===== config.mk =====
export PLATFORM = sky130hd
export DESIGN_NAME = muldiv_sequencer
export DESIGN_NICKNAME = d
export VERILOG_FILES = /design/src/rtl/muldiv_pkg.sv /design/src/rtl/div_iter_unit.sv /design/src/rtl/muldiv_sequencer.sv
export SDC_FILE = /design/constraint.sdc
export NUM_CORES = 2
export LEC_CHECK = 0
export BUFFER_PORTS_ARGS = -buffer_cell sky130_fd_sc_hd__buf_4
export CORE_MARGIN = 2
export CORE_UTILIZATION = 35
export CTS_CLUSTER_DIAMETER = 150
export CTS_CLUSTER_SIZE = 28
export DETAILED_ROUTE_END_ITERATION = 8
export GPL_ROUTABILITY_DRIVEN = 0
export PLACE_DENSITY = 0.6
export RECOVER_POWER = 25
export SYNTH_ARGS = -nofsm -noshare
export SYNTH_HDL_FRONTEND = slang
export SYNTH_SLANG_ARGS = --single-unit

===== constraint.sdc =====
create_clock -name clk -period 26.3 [get_ports clk]
set_input_delay 1.315 -clock clk [delete_from_list [all_inputs] [get_ports clk]]
set_output_delay 1.315 -clock clk [all_outputs]
set_load 0.02 [all_outputs]

===== src/rtl/muldiv_pkg.sv =====
// Shared definitions for the multiply/divide sequencer.
// Holds the ALUControl encodings of the M-extension ops, the sequencer state
// enum and the op-class helpers. Build macro: MULDIV_DIV_EN enables the
// divider states; without it DIV-class codes are not treated as M-ops.
package muldiv_pkg;

    localparam logic [4:0] OpMul    = 5'b01010;
    localparam logic [4:0] OpMulh   = 5'b01011;
    localparam logic [4:0] OpMulhsu = 5'b01100;
    localparam logic [4:0] OpMulhu  = 5'b01101;
    localparam logic [4:0] OpDiv    = 5'b01110;
    localparam logic [4:0] OpDivu   = 5'b01111;
    localparam logic [4:0] OpRem    = 5'b10000;
    localparam logic [4:0] OpRemu   = 5'b10001;

`ifdef MULDIV_DIV_EN
    localparam bit DivEn = 1'b1;
`else
    localparam bit DivEn = 1'b0;
`endif

    typedef enum logic [2:0] {
        StIdle     = 3'd0,
        StMul      = 3'd1,
`ifdef MULDIV_DIV_EN
        StDivSetup = 3'd2,
        StDivIter  = 3'd3,
        StDivFix   = 3'd4,
`endif
        StDone     = 3'd5
    } state_e;

    function automatic logic is_mul(input logic [4:0] op);
        return (op == OpMul) || (op == OpMulh) || (op == OpMulhsu) || (op == OpMulhu);
    endfunction

    function automatic logic is_div(input logic [4:0] op);
        return (op == OpDiv) || (op == OpDivu) || (op == OpRem) || (op == OpRemu);
    endfunction

    // Ops the sequencer accepts in this build.
    function automatic logic is_m_op(input logic [4:0] op);
        return is_mul(op) || (DivEn && is_div(op));
    endfunction

endpackage


===== src/rtl/div_iter_unit.sv =====
// Restoring radix-2 divider datapath for unsigned operands.
// Ports:
//   clk, rst          - clock, synchronous active-high reset
//   load              - load dividend/divisor, clear remainder, set counter to Width
//   step              - perform one shift-subtract step and decrement the counter
//   dividend, divisor - unsigned operands, sampled on load
//   quotient          - quotient register (complete after Width steps)
//   remainder         - partial remainder register
//   last              - counter is 1: the step taken this cycle is the final one
// Only compiled when MULDIV_DIV_EN is defined.
module div_iter_unit #(
    parameter int unsigned Width = 32
) (
    input  logic             clk,
    input  logic             rst,
    input  logic             load,
    input  logic             step,
    input  logic [Width-1:0] dividend,
    input  logic [Width-1:0] divisor,
    output logic [Width-1:0] quotient,
    output logic [Width-1:0] remainder,
    output logic             last
);

    localparam int unsigned CntW = $clog2(Width + 1);

    logic [Width-1:0] rem;
    logic [Width-1:0] quo;
    logic [Width-1:0] dvsr;
    logic [CntW-1:0]  count;
    logic [Width:0]   shifted;
    logic [Width:0]   diff;

    // Bring the next dividend bit into the partial remainder and trial-subtract.
    always_comb begin
        shifted = {rem, quo[Width-1]};
        diff    = shifted - {1'b0, dvsr};
    end

    always_ff @(posedge clk) begin
        if (rst) begin
            rem   <= '0;
            quo   <= '0;
            dvsr  <= '0;
            count <= '0;
        end else if (load) begin
            rem   <= '0;
            quo   <= dividend;
            dvsr  <= divisor;
            count <= CntW'(Width);
        end else if (step) begin
            // A negative trial result restores the shifted remainder; its MSB is
            // then known to be zero because it is below the divisor.
            if (!diff[Width]) begin
                rem <= diff[Width-1:0];
                quo <= {quo[Width-2:0], 1'b1};
            end else begin
                rem <= shifted[Width-1:0];
                quo <= {quo[Width-2:0], 1'b0};
            end
            count <= count - 1'b1;
        end
    end

    assign quotient  = quo;
    assign remainder = rem;
    assign last      = (count == CntW'(1));

endmodule


===== src/rtl/muldiv_sequencer.sv =====
// Multi-cycle M-extension controller at the E1/E2 boundary.
// Accepts one op from E1, runs it on a registered multiplier (result two cycles
// after accept) or, with MULDIV_DIV_EN defined, on the iterative divider
// (result 35 cycles after accept, or one cycle for divide-by-zero/overflow),
// stalling IF/D/E1 meanwhile and returning the result with its rd tag.
// Ports:
//   clk, rst            - clock, synchronous active-high reset
//   start_i             - request, only honoured in IDLE
//   op_i                - ALUControl code
//   src_a_i, src_b_i    - forwarded rs1/rs2 values
//   rd_i                - destination tag
//   flush_i             - abort in-flight op, no result returned
//   stall_o             - hold the front of the pipeline
//   busy_o              - sequencer not in IDLE
//   done_o              - one-cycle result-valid pulse
//   result_o, rd_o      - result and tag, held after the pulse
// Build macro: MULDIV_DIV_EN (undefined: multiply only, DIV codes ignored).
module muldiv_sequencer
    import muldiv_pkg::*;
#(
    parameter int unsigned XLEN = 32
) (
    input  logic            clk,
    input  logic            rst,
    input  logic            start_i,
    input  logic [4:0]      op_i,
    input  logic [XLEN-1:0] src_a_i,
    input  logic [XLEN-1:0] src_b_i,
    input  logic [4:0]      rd_i,
    input  logic            flush_i,
    output logic            stall_o,
    output logic            busy_o,
    output logic            done_o,
    output logic [XLEN-1:0] result_o,
    output logic [4:0]      rd_o
);

    state_e          state;
    logic [4:0]      opcode;
    logic [XLEN-1:0] opa;
    logic [XLEN-1:0] opb;
    logic [4:0]      rd_lat;
    logic            accept_req;

    // ------------------------------------------------------------------
    // Multiplier: operands extended to XLEN+1 bits, then to the full
    // product width so the signed multiply is exact.
    // ------------------------------------------------------------------
    logic                   mul_sign_a;
    logic                   mul_sign_b;
    logic [XLEN:0]          mul_a;
    logic [XLEN:0]          mul_b;
    logic signed [2*XLEN+1:0] mul_prod;
    logic [XLEN-1:0]        mul_result;
    logic [1:0]             unused_mul_msbs;

    always_comb begin
        mul_sign_a = (opcode == OpMulh) || (opcode == OpMulhsu);
        mul_sign_b = (opcode == OpMulh);
        mul_a      = {mul_sign_a & opa[XLEN-1], opa};
        mul_b      = {mul_sign_b & opb[XLEN-1], opb};
        mul_prod   = $signed({{(XLEN+1){mul_a[XLEN]}}, mul_a})
                   * $signed({{(XLEN+1){mul_b[XLEN]}}, mul_b});
        mul_result = (opcode == OpMul) ? mul_prod[XLEN-1:0] : mul_prod[2*XLEN-1:XLEN];
    end

    assign unused_mul_msbs = mul_prod[2*XLEN+1:2*XLEN];

`ifdef MULDIV_DIV_EN
    // ------------------------------------------------------------------
    // Divider: special cases are resolved from the raw inputs at accept,
    // everything else goes through the magnitude divider and a sign fix.
    // ------------------------------------------------------------------
    localparam logic [XLEN-1:0] MinInt = {1'b1, {(XLEN-1){1'b0}}};

    logic            in_signed;
    logic            in_is_rem;
    logic            div_zero;
    logic            div_ovf;
    logic            div_special;
    logic [XLEN-1:0] special_result;
    logic            lat_signed;
    logic            lat_is_rem;
    logic [XLEN-1:0] abs_a;
    logic [XLEN-1:0] abs_b;
    logic            neg_quo;
    logic            neg_rem;
    logic [XLEN-1:0] div_quotient;
    logic [XLEN-1:0] div_remainder;
    logic            div_last;
    logic [XLEN-1:0] fix_result;

    always_comb begin
        in_signed      = (op_i == OpDiv) || (op_i == OpRem);
        in_is_rem      = (op_i == OpRem) || (op_i == OpRemu);
        div_zero       = (src_b_i == '0);
        div_ovf        = in_signed && (src_a_i == MinInt) && (src_b_i == '1);
        div_special    = div_zero || div_ovf;
        if (div_zero) begin
            special_result = in_is_rem ? src_a_i : '1;
        end else begin
            special_result = in_is_rem ? '0 : MinInt;
        end

        lat_signed = (opcode == OpDiv) || (opcode == OpRem);
        lat_is_rem = (opcode == OpRem) || (opcode == OpRemu);
        abs_a      = (lat_signed && opa[XLEN-1]) ? -opa : opa;
        abs_b      = (lat_signed && opb[XLEN-1]) ? -opb : opb;

        if (lat_is_rem) begin
            fix_result = neg_rem ? -div_remainder : div_remainder;
        end else begin
            fix_result = neg_quo ? -div_quotient : div_quotient;
        end
    end

    div_iter_unit #(
        .Width (XLEN)
    ) u_div_iter_unit (
        .clk       (clk),
        .rst       (rst),
        .load      (state == StDivSetup),
        .step      (state == StDivIter),
        .dividend  (abs_a),
        .divisor   (abs_b),
        .quotient  (div_quotient),
        .remainder (div_remainder),
        .last      (div_last)
    );
`endif

    assign accept_req = start_i && (state == StIdle) && is_m_op(op_i);

    // DONE releases the stall so the pipeline advances as the result retires.
    assign stall_o = accept_req || (busy_o && (state != StDone));

    // ------------------------------------------------------------------
    // Sequencer FSM with registered outputs.
    // ------------------------------------------------------------------
    always_ff @(posedge clk) begin
        if (rst) begin
            state    <= StIdle;
            opcode   <= '0;
            opa      <= '0;
            opb      <= '0;
            rd_lat   <= '0;
            busy_o   <= 1'b0;
            done_o   <= 1'b0;
            result_o <= '0;
            rd_o     <= '0;
`ifdef MULDIV_DIV_EN
            neg_quo  <= 1'b0;
            neg_rem  <= 1'b0;
`endif
        end else begin
            done_o <= 1'b0;
            if (flush_i) begin
                // Abort wins over a same-cycle request.
                state  <= StIdle;
                busy_o <= 1'b0;
            end else begin
                unique case (state)
                    StIdle: begin
                        if (accept_req) begin
                            opcode <= op_i;
                            opa    <= src_a_i;
                            opb    <= src_b_i;
                            rd_lat <= rd_i;
                            busy_o <= 1'b1;
`ifdef MULDIV_DIV_EN
                            if (is_div(op_i)) begin
                                if (div_special) begin
                                    result_o <= special_result;
                                    rd_o     <= rd_i;
                                    done_o   <= 1'b1;
                                    state    <= StDone;
                                end else begin
                                    state <= StDivSetup;
                                end
                            end else begin
                                state <= StMul;
                            end
`else
                            state <= StMul;
`endif
                        end
                    end
                    StMul: begin
                        result_o <= mul_result;
                        rd_o     <= rd_lat;
                        done_o   <= 1'b1;
                        state    <= StDone;
                    end
`ifdef MULDIV_DIV_EN
                    StDivSetup: begin
                        neg_quo <= lat_signed && (opa[XLEN-1] ^ opb[XLEN-1]);
                        neg_rem <= lat_signed && opa[XLEN-1];
                        state   <= StDivIter;
                    end
                    StDivIter: begin
                        if (div_last) begin
                            state <= StDivFix;
                        end
                    end
                    StDivFix: begin
                        result_o <= fix_result;
                        rd_o     <= rd_lat;
                        done_o   <= 1'b1;
                        state    <= StDone;
                    end
`endif
                    StDone: begin
                        state  <= StIdle;
                        busy_o <= 1'b0;
                    end
                    default: begin
                        state  <= StIdle;
                        busy_o <= 1'b0;
                    end
                endcase
            end
        end
    end

endmodule


# --- Word-level counts from Yosys, hierarchy flattened ---
# Cells that the tools add are included.
classes:
  mul: 1
  eq_ne: 10
  muxes: 6
  bitwise: 4
  reduce_logical: 13
op_table:
  columns: ["op", "count"]
  rows:
  - ["$mul 33x33->64", 1]
  - ["$eq 5x4->1 const B", 7]
  - ["$mux 32", 1]
  - ["$pmux 3 s2", 1]
  - ["$logic_or 1x1->1", 5]
  - ["$reduce_and 2->1", 2]
  - ["$eq 3x1->1 const B", 1]
  - ["$logic_and 1x1->1", 3]
  - ["$logic_not 3->1", 1]
  - ["$mux 3", 1]
  - ["$ne 3x3->1 const B", 1]
  - ["$reduce_and 3->1", 1]
  - ["$and 1x1->1", 2]
  - ["$mux 1", 2]
  - ["$ne 2x2->1 const B", 1]
  - ["$not 1->1", 2]
  - ["$pmux 1 s2", 1]
  - ["$reduce_or 2->1", 1]
word_totals:
  reg_bits: 116
  input_bits: 78
  wordCells: 43

# --- Logic depth before layout (Yosys ltp) ---
logic_depth:
  word_depth: 7
  depth_mapped: 30
  mapped_depth_nobuf: 28

# --- Least setup slack after synthesis ---
# No wires, ideal clock.
synth_timing:
  kind: "register to register"
  startpoint: "reg opcode[0]"
  endpoint: "reg result_o[30]"
  t_arrival_ns: 8.387
  required_time_ns: 26.209
  setup_slack_ns: 17.822
  stages_incl_launch_ff: 29
  path_buffers: 2
  synth_period_minus_slack_ns: 8.478
  path_cell_list: "dfxtp_1 -> nor3b_1 -> o211a_1 -> clkbuf_1 -> clkbuf_1 -> nand2_1 -> fa_1 -> fa_1 -> inv_1 -> fa_1 -> inv_1 -> fa_1 -> inv_1 -> fa_1 -> fa_1 -> fa_1 -> inv_1 -> fa_1 -> inv_1 -> ha_1 -> nand2_1 -> nor4_1 -> a221oi_1 -> o31ai_1 -> a2111oi_2 -> a21oi_1 -> a211o_1 -> xnor2_1 -> a311oi_1"
synth_via:
  elab_chain_cells: 5
  elab_cells_between_ends: 8
synth_rtl:
  columns: ["item", "line", "text"]
  rows:
  - ["start: declaration", "muldiv_sequencer.sv:39", "logic [4:0] opcode;"]
  - ["start signal: assignment", "muldiv_sequencer.sv:165", "opcode <= op_i;"]
  - ["$eq 5x4->1 (on tied branches)", "muldiv_sequencer.sv:58, muldiv_sequencer.sv:59", null]
  - ["$logic_or 1x1->1", "muldiv_sequencer.sv:58", "mul_sign_a = (opcode == OpMulh) || (opcode == OpMulhsu);"]
  - ["$and 1x1->1", "muldiv_sequencer.sv:60", "mul_a = {mul_sign_a & opa[XLEN-1], opa};"]
  - ["$mul 33x33->64", "muldiv_sequencer.sv:63", "* $signed({{(XLEN+1){mul_b[XLEN]}}, mul_b});"]
  - ["$mux 32 (*)", "muldiv_sequencer.sv:64", "mul_result = (opcode == OpMul) ? mul_prod[XLEN-1:0] : mul_prod[2*XLEN-1:XLEN];"]
  - ["end signal: assignment", "muldiv_sequencer.sv:189", "result_o <= mul_result;"]
  - ["end: declaration", "muldiv_sequencer.sv:34", "output logic [XLEN-1:0] result_o,"]
# Every way passes the cells marked *; elsewhere a longest branch is shown, timed or not.
# A chain may end at the register's enable or synchronous reset.

# --- Worst setup path in the final report ---
# Ends and elaborated chain as after synthesis.

==> results by group <==
Clocking
  • CTS Hold Bufs: 0
  • Resize count post-CTS: 0
  • Depth of the CTS H-tree: 4
  • # Post-CTS Setup Buffers: 0
  • Clock transition at the registers of the reported paths: 0.07 ns
  • TritonCTS clock tree: yes
  • CTS buffer count: 17
  • Clock tree sinks: 115
  • Clock Latency Late Sink: 0.51 ns
  • Buffer cell driving the clock tree root: sky130_fd_sc_hd__clkbuf_16
  • Worst-case clock buffer depth: 2

Worst setup path
  • Crit Path Category: reg2reg
  • Launch point of the worst reg-to-reg path: opcode[0]
  • Worst Path Arrival: 9.85 ns
  • Nature of the critical path endpoint: flop
  • Delay contributed by the slowest stage of the critical path: 0.81 ns
  • CP max stage cell: sky130_fd_sc_hd__fa_1
  • Critical path required time: 26.71 ns
  • Most common cell on crit path: sky130_fd_sc_hd__fa_1
  • Worst reg2reg path depth: 29
  • Critical path peak fanout: 31
  • Internal reg-to-reg setup slack: 16.86 ns
  • Startpoint types: flop
  • Worst R2R End: result_o[30]

Run
  • Maximum capacitance violations: 1

Global routing
  • Sum of overflow across all layers after global routing: 0
  • Global-route wire length before repair: 188000 µm
  • Global-route total usage across every layer: 19.5%
  • Initial antenna violation count: 0
  • Maximum number of pins on one net before global-route repair: 75
  • Vias in the first global route: 33700

Run status
  • Violations in the final reports: max-capacitance violations, max-slew violations
  • Outcome: finished, violations left

Finish
  • Fraction of the core area covered by cells at the end of the flow: 37.6%
  • Ant. Diodes: 0
  • Proportion of layout cells with a drive suffix above 1: 4.59%
  • Final instance area: 45100 µm²
  • Count of non-filler cells in the finished layout: 6319
  • Post-layout net count: 6109
  • P&R area growth vs syn: 6.61%

Timing
  • Count of final max-slew check failures: 63
  • Hold Fails Final Rpt: 0
  • Slew at the pin with the worst max-slew slack: 3.60 ns
  • Min cycle time layout: 9.44 ns
  • Clock Skew: 0.0221 ns
  • Fmax achieved: 0.106 GHz
  • Max transition margin: -140%
  • Smallest hold slack: 0.456 ns
  • Setup repair after global routing missed its margin: no
  • Post-route fraction of the period consumed by the critical path: 35.9%
  • Total Neg Setup Slack: 0 ns
  • Smallest setup slack after layout: 16.86 ns
  • Setup violations, final: 0

Synth
  • Sequential-to-total area share from yosys stat: 5.44%
  • Count of warnings emitted by yosys: 0
  • Distinct cell type count after synthesis: 68
  • Commonest register cell after synthesis: sky130_fd_sc_hd__dfxtp_1
  • Syn Area/Cell: 8.85 µm²
  • Synthesized netlist cell count: 4780
  • EDFF count, synth: 0
  • Summed instance area of the synthesized netlist: 42300 µm²
  • Post-synth net total: 6195
  • Fraction of registers with async set/reset: 0%
  • Synthesis-stage register bit count: 115

Placed design
  • Number of instances in the placed design: 6287
  • Quantity of I/O buffers inserted on ports: 117
  • Area after DPL: 44600 µm²
  • Post-Place Worst Slack: 16.82 ns
  • Half-perimeter wire length of the detailed placement result: 91400 µm

Min path
  • Hold Crit Endpoint: opa[24]
  • Worst Hold Path Cells: 2
  • Critical hold path startpoint: opa[24]
  • Worst hold path type: reg2reg

Power and ir drop
  • Power density normalized to cell area: 10.8 nW/µm²
  • Worst IR Drop VDD: 0.0000354 V
  • Static Leakage: 21.2 nW
  • Post-layout power: 0.488 mW

Detailed routing
  • Number of remaining DRC errors: 0
  • Violation count after the first detailed-route iteration: 1492
  • Total routed wirelength: 113000 µm
  • First-pass iteration count of the detailed router: 8
  • Routed wirelength normalized by instance count: 17.9 µm
  • Remaining number of nets flagged by the antenna check after routing: 0
  • Via count normalized by instance count: 4.86
  • Vias after detailed routing: 30700

Floorplan
  • Die ar.: 124000 µm²
  • Initial standard-cell utilization of the core: 35.3%
  • Number of placement rows: 127
  • Vertical die dimension: 352 µm
  • Placeable core region: 120000 µm²
  • Die extent in x: 352 µm
  • Top Ports: 118
area by class of cell:
| cell class | count | area (µm²) |
|---|---|---|
| well taps | 1612 | 2020 |
| fillers | 12200 | 74900 |
| repair buffers | 177 | 1210 |
| clock inverters | 14 | 168 |
| inverters | 1168 | 4380 |
| clock buffers | 18 | 429 |
| multi-input cells | 3215 | 34600 |
| flip-flops and latches | 115 | 2320 |
report_power, final:
group	switching, mW	internal [mW]	total [mW]	leakage (nW)
combinational	0.0313	0.0149	0.0462	20.0
sequential	0.00514	0.176	0.181	0.934
clock	0.118	0.142	0.260	0.286
total	0.154	0.333	0.488	21.2
synthesized netlist by cell type (all sizes together) (12+ instances only):
library cell | number | area share (%)
a21o | 47 | 0.83
a21oi | 129 | 1.5
a311oi | 12 | 0.26
a31oi | 17 | 0.25
and2 | 319 | 4.7
and3 | 14 | 0.21
clkbuf | 275 | 2.4
dfxtp | 115 | 5.4
fa | 1125 | 53
ha | 212 | 6.3
inv | 1168 | 10
nand2 | 954 | 8.5
nand3 | 21 | 0.25
nor2 | 83 | 0.74
nor3 | 37 | 0.44
o21ai | 34 | 0.42
or2 | 12 | 0.18
xnor2 | 39 | 0.81
xor2 | 19 | 0.39
how the worst max path moves through the flow:
stage                          from  slack, ns  cells after the start           end
final                     opcode[0]      16.86                     29  result_o[30]
after CTS                 opcode[0]      16.80                     29  result_o[30]
after detailed placement  opcode[0]      16.82                     29  result_o[30]
after global placement    opcode[0]      16.92                     29  result_o[30]
after global routing      opcode[0]      16.26                     29  result_o[30]
after floorplan           opcode[0]      17.82                     28  result_o[30]
cells in the final DEF (no fill, tap or decap), types with 8 or more instances in the layout:
cell,instances
sky130_fd_sc_hd__a211oi_1,9
sky130_fd_sc_hd__a21o_1,47
sky130_fd_sc_hd__a21oi_1,128
sky130_fd_sc_hd__a311oi_1,11
sky130_fd_sc_hd__a31oi_1,17
sky130_fd_sc_hd__and2_1,318
sky130_fd_sc_hd__and3_1,14
sky130_fd_sc_hd__buf_4,146
sky130_fd_sc_hd__clkbuf_1,32
sky130_fd_sc_hd__clkbuf_16,17
sky130_fd_sc_hd__dfxtp_1,103
sky130_fd_sc_hd__dfxtp_2,12
sky130_fd_sc_hd__fa_1,1125
sky130_fd_sc_hd__ha_1,212
sky130_fd_sc_hd__inv_1,1168
sky130_fd_sc_hd__nand2_1,953
sky130_fd_sc_hd__nand3_1,21
sky130_fd_sc_hd__nand4_1,10
sky130_fd_sc_hd__nor2_1,82
sky130_fd_sc_hd__nor3_1,36
sky130_fd_sc_hd__o21a_1,10
sky130_fd_sc_hd__o21ai_0,32
sky130_fd_sc_hd__o31ai_1,8
sky130_fd_sc_hd__or2_2,12
sky130_fd_sc_hd__xnor2_1,39
sky130_fd_sc_hd__xor2_1,19
registers in the layout, summed over array words and instances (netlist names):
| name | cells |
|---|---|
| busy_o | 1 |
| done_o | 1 |
| opa | 32 |
| opb | 32 |
| opcode | 5 |
| rd_lat | 5 |
| rd_o | 5 |
| result_o | 32 |
| state | 2 |
per-layer routing:
layer  GRT usage [%]  part of all wire, %  vias up
met5               0                    0        -
met4            5.11                  2.3        0
met3            2.36                  4.9      158
met2            34.3                   51      813
met1            25.4                   42    16100
li1                -                    -    13600
cell families (layout without fill, tap and decap cells):
family | after synthesis | count (layout) | share of synthesized area [%]
AOI/OAI and AO/OA | 327 | 327 | 5.03
xor gates and xnor gates | 59 | 59 | 1.25
adders and majority gates | 1337 | 1337 | 59.5
buffers and inverters | 1450 | 1377 | 12.9
DFF | 115 | 115 | 5.44
muxes | 8 | 8 | 0.192
and+or+nand+nor | 1484 | 1484 | 15.7
critical path, delay by kind of cell, from the launching register on:
family                     cells  cell delay [ns]
and+or+nand+nor                2             0.40
adders and majority gates      9             5.04
AOI/OAI and AO/OA              9             2.14
buffers and inverters          8             1.26
DFF                            1             0.36
xor gates and xnor gates       1             0.13
No activity file was read; power rests on OpenSTA's default activity.
